==> config.mk <==
export PLATFORM = sky130hd
export DESIGN_NAME = load_store_unit
export DESIGN_NICKNAME = d
export VERILOG_FILES = /design/src/rtl/load_store_unit.sv
export SDC_FILE = /design/constraint.sdc
export NUM_CORES = 1
export LEC_CHECK = 0
export BUFFER_PORTS_ARGS = -buffer_cell sky130_fd_sc_hd__buf_2
export CELL_PAD_IN_SITES_DETAIL_PLACEMENT = 1
export CELL_PAD_IN_SITES_GLOBAL_PLACEMENT = 2
export CORE_MARGIN = 2
export CORE_UTILIZATION = 30
export CTS_BUF_LIST = sky130_fd_sc_hd__clkbuf_4
export DETAILED_ROUTE_END_ITERATION = 7
export PLACE_DENSITY = 0.81
export SLEW_MARGIN = 20
export SYNTH_ARGS = -nofsm -noshare
export SYNTH_HDL_FRONTEND = slang
export SYNTH_SLANG_ARGS = --single-unit
==> constraint.sdc <==
create_clock -name clk -period 2.2 [get_ports clk]
set_input_delay 0.22 -clock clk [delete_from_list [all_inputs] [get_ports clk]]
set_output_delay 0.22 -clock clk [all_outputs]
set_load 0.03 [all_outputs]
==> src/rtl/load_store_unit.sv <==
// Load/store unit: computes the D/DS-form effective address, holds the data-memory
// port for MEM_LATENCY cycles, formats load data and hands it to writeback.
module load_store_unit #(
    parameter int unsigned MEM_LATENCY = 1
) (
    input  logic        clk,
    input  logic        rst_n,
    input  logic        req_valid,
    output logic        req_ready,
    input  logic [5:0]  req_opcode,
    input  logic [63:0] req_base,
    input  logic [15:0] req_disp,
    input  logic [63:0] req_store_data,
    input  logic [4:0]  req_rt,
    output logic [63:0] mem_address,
    output logic [63:0] mem_write_data,
    output logic [5:0]  mem_opcode,
    output logic        mem_write,
    output logic        mem_read,
    input  logic [63:0] mem_read_data,
    output logic        wb_valid,
    output logic [63:0] wb_data,
    output logic [4:0]  wb_rt,
    input  logic        wb_ready,
    output logic        err
);

    typedef enum logic [1:0] {IDLE, ACCESS, RESP} state_t;

    state_t      state;
    logic [3:0]  cnt;
    logic [5:0]  op_q;
    logic [63:0] data_q;
    logic [63:0] ea_q;
    logic [4:0]  rt_q;
    logic        load_q;

    logic        is_load;
    logic        is_store;
    logic        ds_form;
    logic [63:0] disp_ext;
    logic [63:0] ea_next;
    logic [63:0] load_fmt;

    always_comb begin
        is_load  = (req_opcode == 6'd32) || (req_opcode == 6'd34) || (req_opcode == 6'd40) ||
                   (req_opcode == 6'd42) || (req_opcode == 6'd58);
        is_store = (req_opcode == 6'd36) || (req_opcode == 6'd38) || (req_opcode == 6'd44) ||
                   (req_opcode == 6'd62);
        ds_form  = (req_opcode == 6'd58) || (req_opcode == 6'd62);
        disp_ext = {{48{req_disp[15]}}, req_disp[15:2], ds_form ? 2'b00 : req_disp[1:0]};
        ea_next  = req_base + disp_ext;
    end

    always_comb begin
        load_fmt = mem_read_data;
        case (op_q)
            6'd34:   load_fmt = {56'd0, mem_read_data[7:0]};
            6'd40:   load_fmt = {48'd0, mem_read_data[15:0]};
            6'd42:   load_fmt = {{48{mem_read_data[15]}}, mem_read_data[15:0]};
            6'd32:   load_fmt = {32'd0, mem_read_data[31:0]};
            default: load_fmt = mem_read_data;
        endcase
    end

    assign req_ready = (state == IDLE);

    // The first ACCESS cycle loads the port registers; the strobes are then held for
    // MEM_LATENCY cycles and read data is captured on the edge that ends the last one.
    always_ff @(posedge clk or negedge rst_n) begin
        if (!rst_n) begin
            state          <= IDLE;
            cnt            <= 4'd0;
            op_q           <= 6'd0;
            data_q         <= 64'd0;
            ea_q           <= 64'd0;
            rt_q           <= 5'd0;
            load_q         <= 1'b0;
            mem_address    <= 64'd0;
            mem_write_data <= 64'd0;
            mem_opcode     <= 6'd0;
            mem_write      <= 1'b0;
            mem_read       <= 1'b0;
            wb_valid       <= 1'b0;
            wb_data        <= 64'd0;
            wb_rt          <= 5'd0;
            err            <= 1'b0;
        end else begin
            err <= 1'b0;
            case (state)
                IDLE: begin
                    if (req_valid) begin
                        if (is_load || is_store) begin
                            op_q   <= req_opcode;
                            data_q <= req_store_data;
                            rt_q   <= req_rt;
                            ea_q   <= ea_next;
                            load_q <= is_load;
                            cnt    <= 4'(MEM_LATENCY);
                            state  <= ACCESS;
                        end else begin
                            err <= 1'b1;
                        end
                    end
                end
                ACCESS: begin
                    if (cnt != 4'd0) begin
                        mem_address    <= ea_q;
                        mem_write_data <= data_q;
                        mem_opcode     <= op_q;
                        mem_read       <= load_q;
                        mem_write      <= !load_q;
                        cnt            <= cnt - 4'd1;
                    end else begin
                        mem_address    <= 64'd0;
                        mem_write_data <= 64'd0;
                        mem_opcode     <= 6'd0;
                        mem_read       <= 1'b0;
                        mem_write      <= 1'b0;
                        if (load_q) begin
                            wb_valid <= 1'b1;
                            wb_data  <= load_fmt;
                            wb_rt    <= rt_q;
                            state    <= RESP;
                        end else begin
                            state <= IDLE;
                        end
                    end
                end
                RESP: begin
                    if (wb_ready) begin
                        wb_valid <= 1'b0;
                        state    <= IDLE;
                    end
                end
                default: state <= IDLE;
            endcase
        end
    end

endmodule
==> impl_metrics.toml, run 1 <==
[setup_path]
required_ns = 2.92
critical_path.cell_chain = "buf_6 > nor2b_4 > nand4_1 > and2_4 > ha_4 > inv_4 > fa_2 > nand2b_4 > a21o_4 > a211o_1 > nand3_4 > a41oi_4 > o21ai_4 > nand2_2 > o2111a_1 > a221o_1"
crit_arrival_ns = 3.11
cp_slowest_cell = "fa_2"
end_kind = "flop"
worst-setup-path-type = "primary input to flop"
startpoint_type = "primary input"
slowest_delay_ns = 0.40
crit_fanout = 4

[layout]
drive_gt1_share_pct = 34.3
multi_input_area_um2 = 7720
seq_area_um2 = 8830
fin_nets = 2961
nFillCells = 6426
area_growth_pct = 53.1
layout_commonest_cell = "nand2_1"
final_cell_mix = "nand2_1 (437), buf_2 (427), dfrtp_1 (353)"
finish.utilization_pct = 46.4

[pwr]
p_int_mw = 17.3
p_comb_share_pct = 43.9
switchingPower_mw = 13.5
power_frac_seq_pct = 36.5
clock_power_share_pct = 19.6
switching_share_pct = 43.8
vdd_ir_drop_max_uv = 843
p_leak_nw = 13.0
power.total_mw = 30.7
p_per_area_nw_per_um2 = 1200

[worst_hold_path]
hp-class = "primary input to flop"

[die]
dieArea_um2 = 57600
die_w_um = 240
rows = 86
core_area_um2 = 55100
initial_utilization_pct = 30.3
io_pins = 431
die_h_um = 240

[status]
violations = "setup timing"
status = "finished, violations left"

[global_routing]
grt-ovfl-total = 0
grt_use_total_pct = 23.5
antenna_found_initial = 6
grt_max_degree = 90
grt_pass1_vias = 18934
grt_pass1_wl_um = 106000

[placement]
post-dp-hpwl_um = 45800
pre_cts_slack_ns = -1.02
port-buffer-count = 430
routabilityCongestion = 0.882

[routing]
vias_per_cell = 4.93
drt-initial-drc-count = 653
postRouteAntennaNets = 0
avgRoutedWirePerCell_um = 19.6
drc = 0
finalWirelength_um = 68600
num_vias = 17241
drt_pre_antenna_iters = 5

[yosys]
netlist_area_um2 = 16700
ys_async_sr_fraction_pct = 100
synth_edf_count = 0
synth_fp_nets = 2035
synth_seq_cells = 353
seq_area_frac_synth_pct = 52.9
ys_warn_count = 0
syn_avg_cell_area_um2 = 9.57
synthFlopType = "dfrtp_1"
synthCells = 1746
ys_types = 63

[cts]
clk_pin_slew_worst_paths_ns = 0.06
cts_tree = "built"
htreeDepth = 3
clkSinkCount = 353
cts_buffer_depth = 3
clk_latency_ns = 0.84
cts_made_buffers = 99
cts_root_buf = "clkbuf_4"

[timing]
fin_crit_ns = 2.39
setup_viol = 11
fin_ws_ns = -0.194
rsz0062_at_grt = "true"
maxSlewViolCount = 0
worst_pin_slew_ns = 0.596
slew_headroom_pct = 59.7
max_freq_ghz = 0.418
hold_viol = 0
hold_ws_ns = 0.119
fin_crit_sh_pct = 109
skew_ns = 0.0655

[run]
maxCapViolations = 0
-- through the flow --
stage | cells | instance area, µm² | setup TNS (ns)
after global placement | 3090 | 21800 | -33.17
after global routing | 3497 | 25600 | -2.19
after floorplan | 1746 | 16800 | -6.64
final | 3497 | 25600 | -1.42
after CTS | 3478 | 25200 | 0
after detailed placement | 3090 | 21800 | -35.29
-- synth_stat cells, types with 2 or more instances --
| master | n | area [µm²] |
|---|---|---|
| ha_1 | 65 | 813 |
| a31oi_1 | 10 | 62.6 |
| nand2b_1 | 11 | 68.8 |
| a221o_1 | 2 | 20.0 |
| a22oi_1 | 2 | 15.0 |
| o21ai_1 | 4 | 20.0 |
| or4_1 | 5 | 37.5 |
| dfrtp_1 | 353 | 8830 |
| nor4_1 | 4 | 25.0 |
| nor4b_1 | 2 | 17.5 |
| nor3_1 | 12 | 60.1 |
| xnor2_1 | 27 | 236 |
| o21bai_1 | 9 | 67.6 |
| nand4_1 | 31 | 194 |
| or4b_2 | 2 | 20.0 |
| a211oi_1 | 6 | 45.0 |
| nand3_1 | 18 | 90.1 |
| o31ai_1 | 7 | 52.6 |
| inv_1 | 22 | 82.6 |
| and2_1 | 5 | 31.3 |
| nand2_2 | 2 | 12.5 |
| buf_1 | 12 | 45.0 |
| o41ai_1 | 2 | 17.5 |
| nor2_1 | 103 | 387 |
| nand2_1 | 439 | 1650 |
| a41oi_1 | 5 | 43.8 |
| o21ai_0 | 97 | 485 |
| a221oi_1 | 3 | 26.3 |
| clkbuf_1 | 83 | 312 |
| and3_1 | 6 | 37.5 |
| a21oi_1 | 133 | 666 |
| buf_2 | 10 | 50.1 |
| o21a_1 | 2 | 15.0 |
| xor2_1 | 30 | 263 |
| nor2b_1 | 8 | 50.1 |
| or3_1 | 4 | 25.0 |
| a22o_1 | 142 | 1240 |
| a211o_1 | 3 | 26.3 |
| buf_4 | 4 | 30.0 |
| o211ai_1 | 11 | 82.6 |
| a21o_1 | 26 | 195 |
| a21boi_0 | 3 | 22.5 |
-- area by class of cell --
class | instances | share of cell area, %
sequential | 353 | 34.6
inverter | 22 | 0.333
multi-input combinational | 1261 | 30.2
clock inverter | 27 | 0.499
antenna | 5 | 0.0489
tap | 748 | 3.66
clock buffer | 146 | 4.29
timing repair buffer | 935 | 26.4
-- power by group through the flow --
stage / Clock, mW / Combinational (mW) / Sequential, mW
2_1_floorplan: 0 / 4.97 / 13.9
3_3_place_gp: 0 / 12.4 / 11.1
3_5_place_dp: 0 / 12.8 / 11.2
4_1_cts: 6.25 / 13.3 / 11.1
5_1_grt: 6.66 / 14.5 / 11.5
6_report: 6.03 / 13.5 / 11.2
-- registers in the layout, summed over array words and instances, names as in the netlist --
name and count:
mem_opcode 6, data_q 64, load_q 1, wb_rt 5, wb_valid 1, op_q 6, mem_address 64, cnt 4
ea_q 64, mem_write 1, mem_write_data 64, state 2, err 1, rt_q 5, wb_data 64, mem_read 1
-- worst max-delay path: cells and delay by family --
| kind | cells | cell delay (ns) |
|---|---|---|
| AO/OA/AOI/OAI | 6 | 1.44 |
| AND/OR/NAND/NOR | 6 | 0.77 |
| adder cells (fa/ha/maj) | 2 | 0.55 |
| buffers and inverters | 2 | 0.13 |
-- final timing paths --
check                                  startpoint                             end  slack [ns]  depth (start not counted)
max                                 req_opcode[5]            ea_q[58]$_DFFE_PN0P_       -0.19                         16
min                                  req_base[32]            ea_q[33]$_DFFE_PN0P_        0.12                          6
max reg2reg                    cnt[0]$_DFFE_PN0P_         wb_data[29]$_DFFE_PN0P_        0.09                         10
min reg2reg                data_q[60]$_DFFE_PN0P_  mem_write_data[60]$_DFFE_PN0P_        0.46                          1
max in group asynchronous                   rst_n          data_q[37]$_DFFE_PN0P_        1.63                          3
min in group asynchronous                   rst_n  mem_write_data[33]$_DFFE_PN0P_        0.13                          3
-- layer usage --
layer  up-vias  part of all wire, %  track usage [%]
met5         -                0.020                0
met4         2                  4.4             11.5
met3       171                  5.7             5.21
met2       506                   49             40.6
met1      8538                   40             27.5
li1       8024                    -                -
-- cell families (layout without fill, tap and decap cells) --
| group | count (synthesis) | after routing | share of synthesized area, % |
|---|---|---|---|
| AO/OA/AOI/OAI | 480 | 480 | 19.4 |
| adder cells (fa/ha/maj) | 66 | 66 | 4.99 |
| other | 0 | 5 | 0 |
| AND/OR/NAND/NOR | 657 | 657 | 16.5 |
| XOR/XNOR | 57 | 57 | 2.99 |
| multiplexers | 1 | 1 | 0.0599 |
| buffers and inverters | 132 | 1130 | 3.14 |
| flip-flops | 353 | 353 | 52.9 |
-- what timing repair did --
item	in CTS	in global routing
endpoints found under the setup margin	5	60
endpoints found under the hold margin	555	0
buffers inserted	1	15
hold buffers	213	0
gates resized for setup	3	55
gates cloned	1	0
pin swaps	2	26
Note: power is estimated with default switching activity, not from simulation.
==> run 2, diff against run 1 <==
--- a/config.mk
+++ b/config.mk
@@ -5,11 +5,12 @@
 export SDC_FILE = /design/constraint.sdc
 export NUM_CORES = 1
 export LEC_CHECK = 0
+export ABC_AREA = 1
 export BUFFER_PORTS_ARGS = -buffer_cell sky130_fd_sc_hd__buf_2
 export CELL_PAD_IN_SITES_DETAIL_PLACEMENT = 1
 export CELL_PAD_IN_SITES_GLOBAL_PLACEMENT = 2
 export CORE_MARGIN = 2
-export CORE_UTILIZATION = 30
+export CORE_UTILIZATION = 28
 export CTS_BUF_LIST = sky130_fd_sc_hd__clkbuf_4
 export DETAILED_ROUTE_END_ITERATION = 7
 export PLACE_DENSITY = 0.81
==> impl_metrics.toml, run 2 <==
[status]
status = "finished, final reports clean"

[placement]
post-dp-hpwl_um = 58600
port-buffer-count = 430
routabilityCongestion = 0.883
placed_cells = 3917
pre_cts_slack_ns = -0.572

[yosys]
ys_async_sr_fraction_pct = 100
synth_edf_count = 0
synth_fp_nets = 2817
synth_seq_cells = 353
syn_avg_cell_area_um2 = 7.43
ys_types = 34
ys_warn_count = 0
synth_common_cells = "nand2_1 (1019), inv_1 (384), dfrtp_1 (353), nor2_1 (164), o21ai_0 (108)"
synth_most_common_cell = "nand2_1"
seq_area_frac_synth_pct = 47.0
synthCells = 2528
synthTopCellsByArea = "dfrtp_1 (47%), nand2_1 (20%), inv_1 (7.7%)"
synth_top_area_share_pct = 47.0
synth_area_leader_cell = "dfrtp_1"
synthFlopType = "dfrtp_1"
netlist_area_um2 = 18800

[global_routing]
grt-ovfl-total = 0
grt_max_degree = 140
antenna_found_initial = 4
grt_pass1_vias = 22117
grt_pass1_wl_um = 126000
grt_use_total_pct = 23.1

[pwr]
p_leak_nw = 15.0
clock_power_share_pct = 19.9
p_comb_share_pct = 43.6
p_int_mw = 17.0
vdd_ir_drop_max_uv = 837
power_frac_seq_pct = 36.5
switching_share_pct = 45.4
p_per_area_nw_per_um2 = 1170
power.total_mw = 31.1
switchingPower_mw = 14.1

[timing]
skew_ns = 0.0802
fin_crit_ns = 2.07
fin_crit_sh_pct = 94.2
rsz0062_at_grt = "false"
fin_ws_ns = 0.129
slew_headroom_pct = 50.6
worst_pin_slew_ns = 0.741
setup_viol = 0
maxSlewViolCount = 0
hold_ws_ns = 0.0612
max_freq_ghz = 0.483
hold_viol = 0

[setup_path]
crit_end = "data_q[5]$_DFFE_PN0P_"
required_ns = 3.01
rr_startpoint = "state[1]$_DFFE_PN0P_"
rr_worst_depth = 7
rr_endpoint = "data_q[5]$_DFFE_PN0P_"
end_kind = "flop"
crit_arrival_ns = 2.88
crit_fanout = 46
worst-setup-path-type = "primary input to flop"
startpoint_type = "primary input"
r2r_setup_slack_ns = 0.19
critPathLaunch = "req_opcode[3]"

[routing]
drc = 0
avgRoutedWirePerCell_um = 18.6
vias_per_cell = 4.64
routed.top_layer = "met5"
finalWirelength_um = 80300
met2WireLength_um = 40000
drt-initial-drc-count = 980
postRouteAntennaNets = 0
num_vias = 20039
wl_met3_um = 3570
drt_pre_antenna_iters = 5
wl_met1_um = 33100

[cts]
cts_tree = "built"
clk_latency_ns = 0.88
cts_buffer_depth = 3
cts_made_buffers = 104
cts_root_buf = "clkbuf_4"
htreeDepth = 3
post-cts-setup-buffers = 0
clkSinkCount = 353
clk_pin_slew_worst_paths_ns = 0.07

[worst_hold_path]
hp-class = "primary input to flop"

[die]
core_area_um2 = 66100
dieArea_um2 = 69200
die_h_um = 263
die_w_um = 263
io_pins = 431
rows = 94
initial_utilization_pct = 28.4

[layout]
nFillCells = 8265
layout_commonest_cell = "nand2_1"
area_growth_pct = 41.9
drive_gt1_share_pct = 22.4
fin_nets = 3668
final_cell_mix = "nand2_1 (1018), buf_2 (429), inv_1 (384)"
multi_input_area_um2 = 8150
finish.utilization_pct = 40.3
seq_area_um2 = 8830
fin_cells = 4321

[run]
maxCapViolations = 0
[run 2: cell count changes after synthesis, moves of 35 or more]
cell,delta
a21oi_1,-41
clkbuf_1,-35
nand3_1,+69
nor2_1,+61
a22o_1,-51
nand2_1,+580
inv_1,+362
[run 2: worst min path at each step]
stage / from / end / slack [ns] / depth (start not counted)
5_1_grt: req_base[54] / ea_q[54]$_DFFE_PN0P_ / 0.02 / 6
4_1_cts: req_store_data[17] / data_q[17]$_DFFE_PN0P_ / 0.0007 / 4
3_5_place_dp: rst_n / wb_data[10]$_DFFE_PN0P_ / 0.21 / 1
2_1_floorplan: rst_n / cnt[0]$_DFFE_PN0P_ / -0.08 / 0
3_3_place_gp: rst_n / wb_data[10]$_DFFE_PN0P_ / 0.21 / 1
6_report: req_base[54] / ea_q[54]$_DFFE_PN0P_ / 0.06 / 6
[run 2: stage by stage]
| stage | TNS (ns) | area, µm² |
|---|---|---|
| global placement | -13.53 | 23100 |
| detailed placement | -17.32 | 23100 |
| finish | 0 | 26700 |
| floorplan | 0 | 18800 |
| global route | 0 | 26600 |
| CTS | 0 | 26600 |
[run 2: final cells by class]
cell class	instances	share of cell area, %
multi-input combinational	1709	30.6
inverter	389	5.50
sequential	353	33.1
antenna	6	0.0563
clock buffer	150	4.23
clock inverter	28	0.549
timing repair buffer	822	21.9
tap	864	4.06
[run 2: metal layers]
layer  GRT usage, %  up-vias
li1               -     9576
met1           26.6     9739
met2           41.2      531
met3           4.35      191
met4           10.9        2
met5              0        -
[run 2: power groups by stage]
stage / registers (mW) / logic, mW / clock network [mW]
3_5_place_dp: 11.4 / 13.2 / 0
3_3_place_gp: 11.2 / 12.8 / 0
4_1_cts: 11.3 / 13.5 / 6.43
2_1_floorplan: 14.0 / 5.13 / 0
5_1_grt: 11.7 / 14.7 / 6.82
6_report: 11.3 / 13.6 / 6.19
[run 2: what timing repair did]
action	in CTS	in global routing
endpoints found under the hold margin	544	0
resized for setup	0	2
endpoints found under the setup margin	0	7
hold buffers	220	0
[run 2: kinds of logic (layout without fill, tap and decap cells)]
logic type               Yosys count  after routing  synth area share, %
XOR/XNOR                          33             33                 1.54
adder cells (fa/ha/maj)           66             66                 4.44
AND/OR/NAND/NOR                 1305           1305                 27.1
flip-flops                       353            353                 47.0
other                              0              6                    0
buffers and inverters            466           1389                 9.71
AO/OA/AOI/OAI                    305            305                 10.1
[run 2: worst max-delay path: stages]
cell and delay (ns):
buf_2 0.10, nand2_1 0.10, buf_4 0.16, a21oi_1 0.12, dlygate4sd3_1 0.58, o31a_1 0.22
nand3_4 0.17, inv_4 0.15, buf_12 0.21, nand2_1 0.12, dlygate4sd3_1 0.58, nand2_1 0.07
==> run 3, diff against run 2 <==
--- a/config.mk
+++ b/config.mk
@@ -14,6 +14,7 @@
 export CTS_BUF_LIST = sky130_fd_sc_hd__clkbuf_4
 export DETAILED_ROUTE_END_ITERATION = 7
 export PLACE_DENSITY = 0.81
+export SETUP_SLACK_MARGIN = 0.5
 export SLEW_MARGIN = 20
 export SYNTH_ARGS = -nofsm -noshare
 export SYNTH_HDL_FRONTEND = slang
==> impl_metrics.toml, run 3 (synthesis results as in run 2) <==
[setup_path]
rr_startpoint = "cnt[1]$_DFFE_PN0P_"
rr_worst_depth = 12
startpoint_type = "flop"
crit_buf_inv = 6
worst-setup-path-type = "flop to flop"
crit_fanout = 6
crit_arrival_ns = 2.51
required_ns = 2.91
r2r_setup_slack_ns = 0.40
critical_path.cell_chain = "inv_2 > ha_4 > nand2_4 > inv_4 > nand2_4 > nor2_4 > inv_2 > a41oi_4 > buf_12 > buf_12 > buf_16 > a21oi_4"
slowest_delay_ns = 0.40
cp_slowest_cell = "dfrtp_1"
end_kind = "flop"
rr_endpoint = "wb_data[25]$_DFFE_PN0P_"
cp_top_family = "buffers and inverters"

[pwr]
vdd_ir_drop_max_uv = 811
power_frac_seq_pct = 33.4
p_int_mw = 19.6
power.total_mw = 35.1
p_leak_nw = 15.9
p_per_area_nw_per_um2 = 1200
switching_share_pct = 44.2
clock_power_share_pct = 16.8
switchingPower_mw = 15.5
p_comb_share_pct = 49.8

[worst_hold_path]
hold_path_depth = 5
min_from = "req_base[33]"
holdPathEnd = "ea_q[33]$_DFFE_PN0P_"
hp-class = "primary input to flop"

[placement]
routabilityCongestion = 0.881
placed_cell_area_um2 = 23100
port-buffer-count = 430
post-dp-hpwl_um = 58500

[die]
rows = 94
initial_utilization_pct = 28.4
die_w_um = 263
core_area_um2 = 66100
dieArea_um2 = 69200
io_pins = 431
die_h_um = 263

[cts]
cts_buffer_depth = 3
cts_root_buf = "clkbuf_4"
clkSinkCount = 353
cts_tree = "built"
cts_made_buffers = 97
clk_latency_ns = 0.85
htreeDepth = 3
clk_pin_slew_worst_paths_ns = 0.07

[timing]
fin_crit_sh_pct = 81.8
worst_pin_slew_ns = 0.521
max_freq_ghz = 0.556
rsz0062_at_grt = "true"
hold_viol = 0
maxSlewViolCount = 0
setup_viol = 0
slew_headroom_pct = 65.3
fin_crit_ns = 1.80
skew_ns = 0.0490

[layout]
final_cell_mix = "nand2_1 (963), inv_1 (377), dfrtp_1 (351)"
drive_gt1_share_pct = 29.5
fin_nets = 3725
nFillCells = 8022
area_growth_pct = 56.1
finish.utilization_pct = 44.3
layout_commonest_cell = "nand2_1"
design_area_um2 = 29300

[global_routing]
grt_use_total_pct = 24.1
grt_max_degree = 103
grt_pass1_wl_um = 130000
antenna_found_initial = 5
grt-ovfl-total = 0
grt_pass1_vias = 22498

[run]
maxCapViolations = 0

[routing]
drt_pre_antenna_iters = 8
postRouteAntennaNets = 0
finalWirelength_um = 87600
vias_per_cell = 4.74
drc = 0
drt-initial-drc-count = 1048
avgRoutedWirePerCell_um = 20.0
num_vias = 20723

[status]
status = "finished, final reports clean"
==> run 3: worst max path at each step <==
stage / start / to / cells past startpoint
final: cnt[1]$_DFFE_PN0P_ / wb_data[25]$_DFFE_PN0P_ / 12
after floorplan: req_opcode[3] / ea_q[48]$_DFFE_PN0P_ / 17
after global placement: req_opcode[3] / ea_q[61]$_DFFE_PN0P_ / 21
after CTS: state[1]$_DFFE_PN0P_ / req_ready / 2
after global routing: cnt[1]$_DFFE_PN0P_ / wb_data[29]$_DFFE_PN0P_ / 12
after detailed placement: req_opcode[3] / ea_q[61]$_DFFE_PN0P_ / 21
==> run 3: metrics by stage <==
stage                     hold WS [ns]  setup TNS, ns  worst slack, ns  std cells
after floorplan                -0.0756              0            0.288       2528
after global placement           0.203          -8.41           -0.404       3906
after detailed placement         0.204         -10.60           -0.364       3906
after CTS                     0.000445              0            0.316       4336
after global routing            0.0447              0            0.316       4374
final                           0.0848              0            0.401       4376
==> run 3: timing repair <==
item | in CTS | in global routing
gates resized for setup | 351 | 214
cloned | 8 | 10
pin swaps | 3 | 43
setup buffers | 65 | 24
hold buffers | 188 | 0
endpoints found under the setup margin | 314 | 308
endpoints found under the hold margin | 537 | 0
==> run 3: power groups by stage <==
stage	Sequential, mW	Combinational, mW	Clock, mW
2_1_floorplan	14.0	5.17	0
3_3_place_gp	11.3	12.7	0
3_5_place_dp	11.4	13.1	0
4_1_cts	11.6	16.0	6.06
5_1_grt	12.0	18.6	6.46
6_report	11.7	17.4	5.89
==> run 3: layout make-up <==
| class | count | area (µm²) | area share, % |
|---|---|---|---|
| sequential | 353 | 8840 | 30.1 |
| clock inverter | 34 | 165 | 0.563 |
| tap | 864 | 1080 | 3.69 |
| timing repair buffer | 886 | 7700 | 26.3 |
| clock buffer | 135 | 1010 | 3.46 |
| inverter | 389 | 1490 | 5.09 |
| antenna | 6 | 15.0 | 0.0512 |
| multi-input combinational | 1709 | 9010 | 30.7 |
==> run 3: per-layer routing <==
layer | global-route usage (%) | vias to the layer above | routed length [µm]
met3 | 3.95 | 208 | 4080
met2 | 43.8 | 648 | 43900
met4 | 12.1 | 0 | 4840
li1 | - | 9689 | -
met1 | 27.2 | 10178 | 34800
met5 | 0 | - | 0
==> run 3: worst register-to-register path, cell delays in order (launching register included) <==
cell	delay, ns
dfrtp_1	0.40
inv_2	0.09
ha_4	0.14
nand2_4	0.05
inv_4	0.07
nand2_4	0.05
nor2_4	0.10
inv_2	0.06
a41oi_4	0.25
buf_12	0.16
buf_12	0.12
buf_16	0.15
a21oi_4	0.07
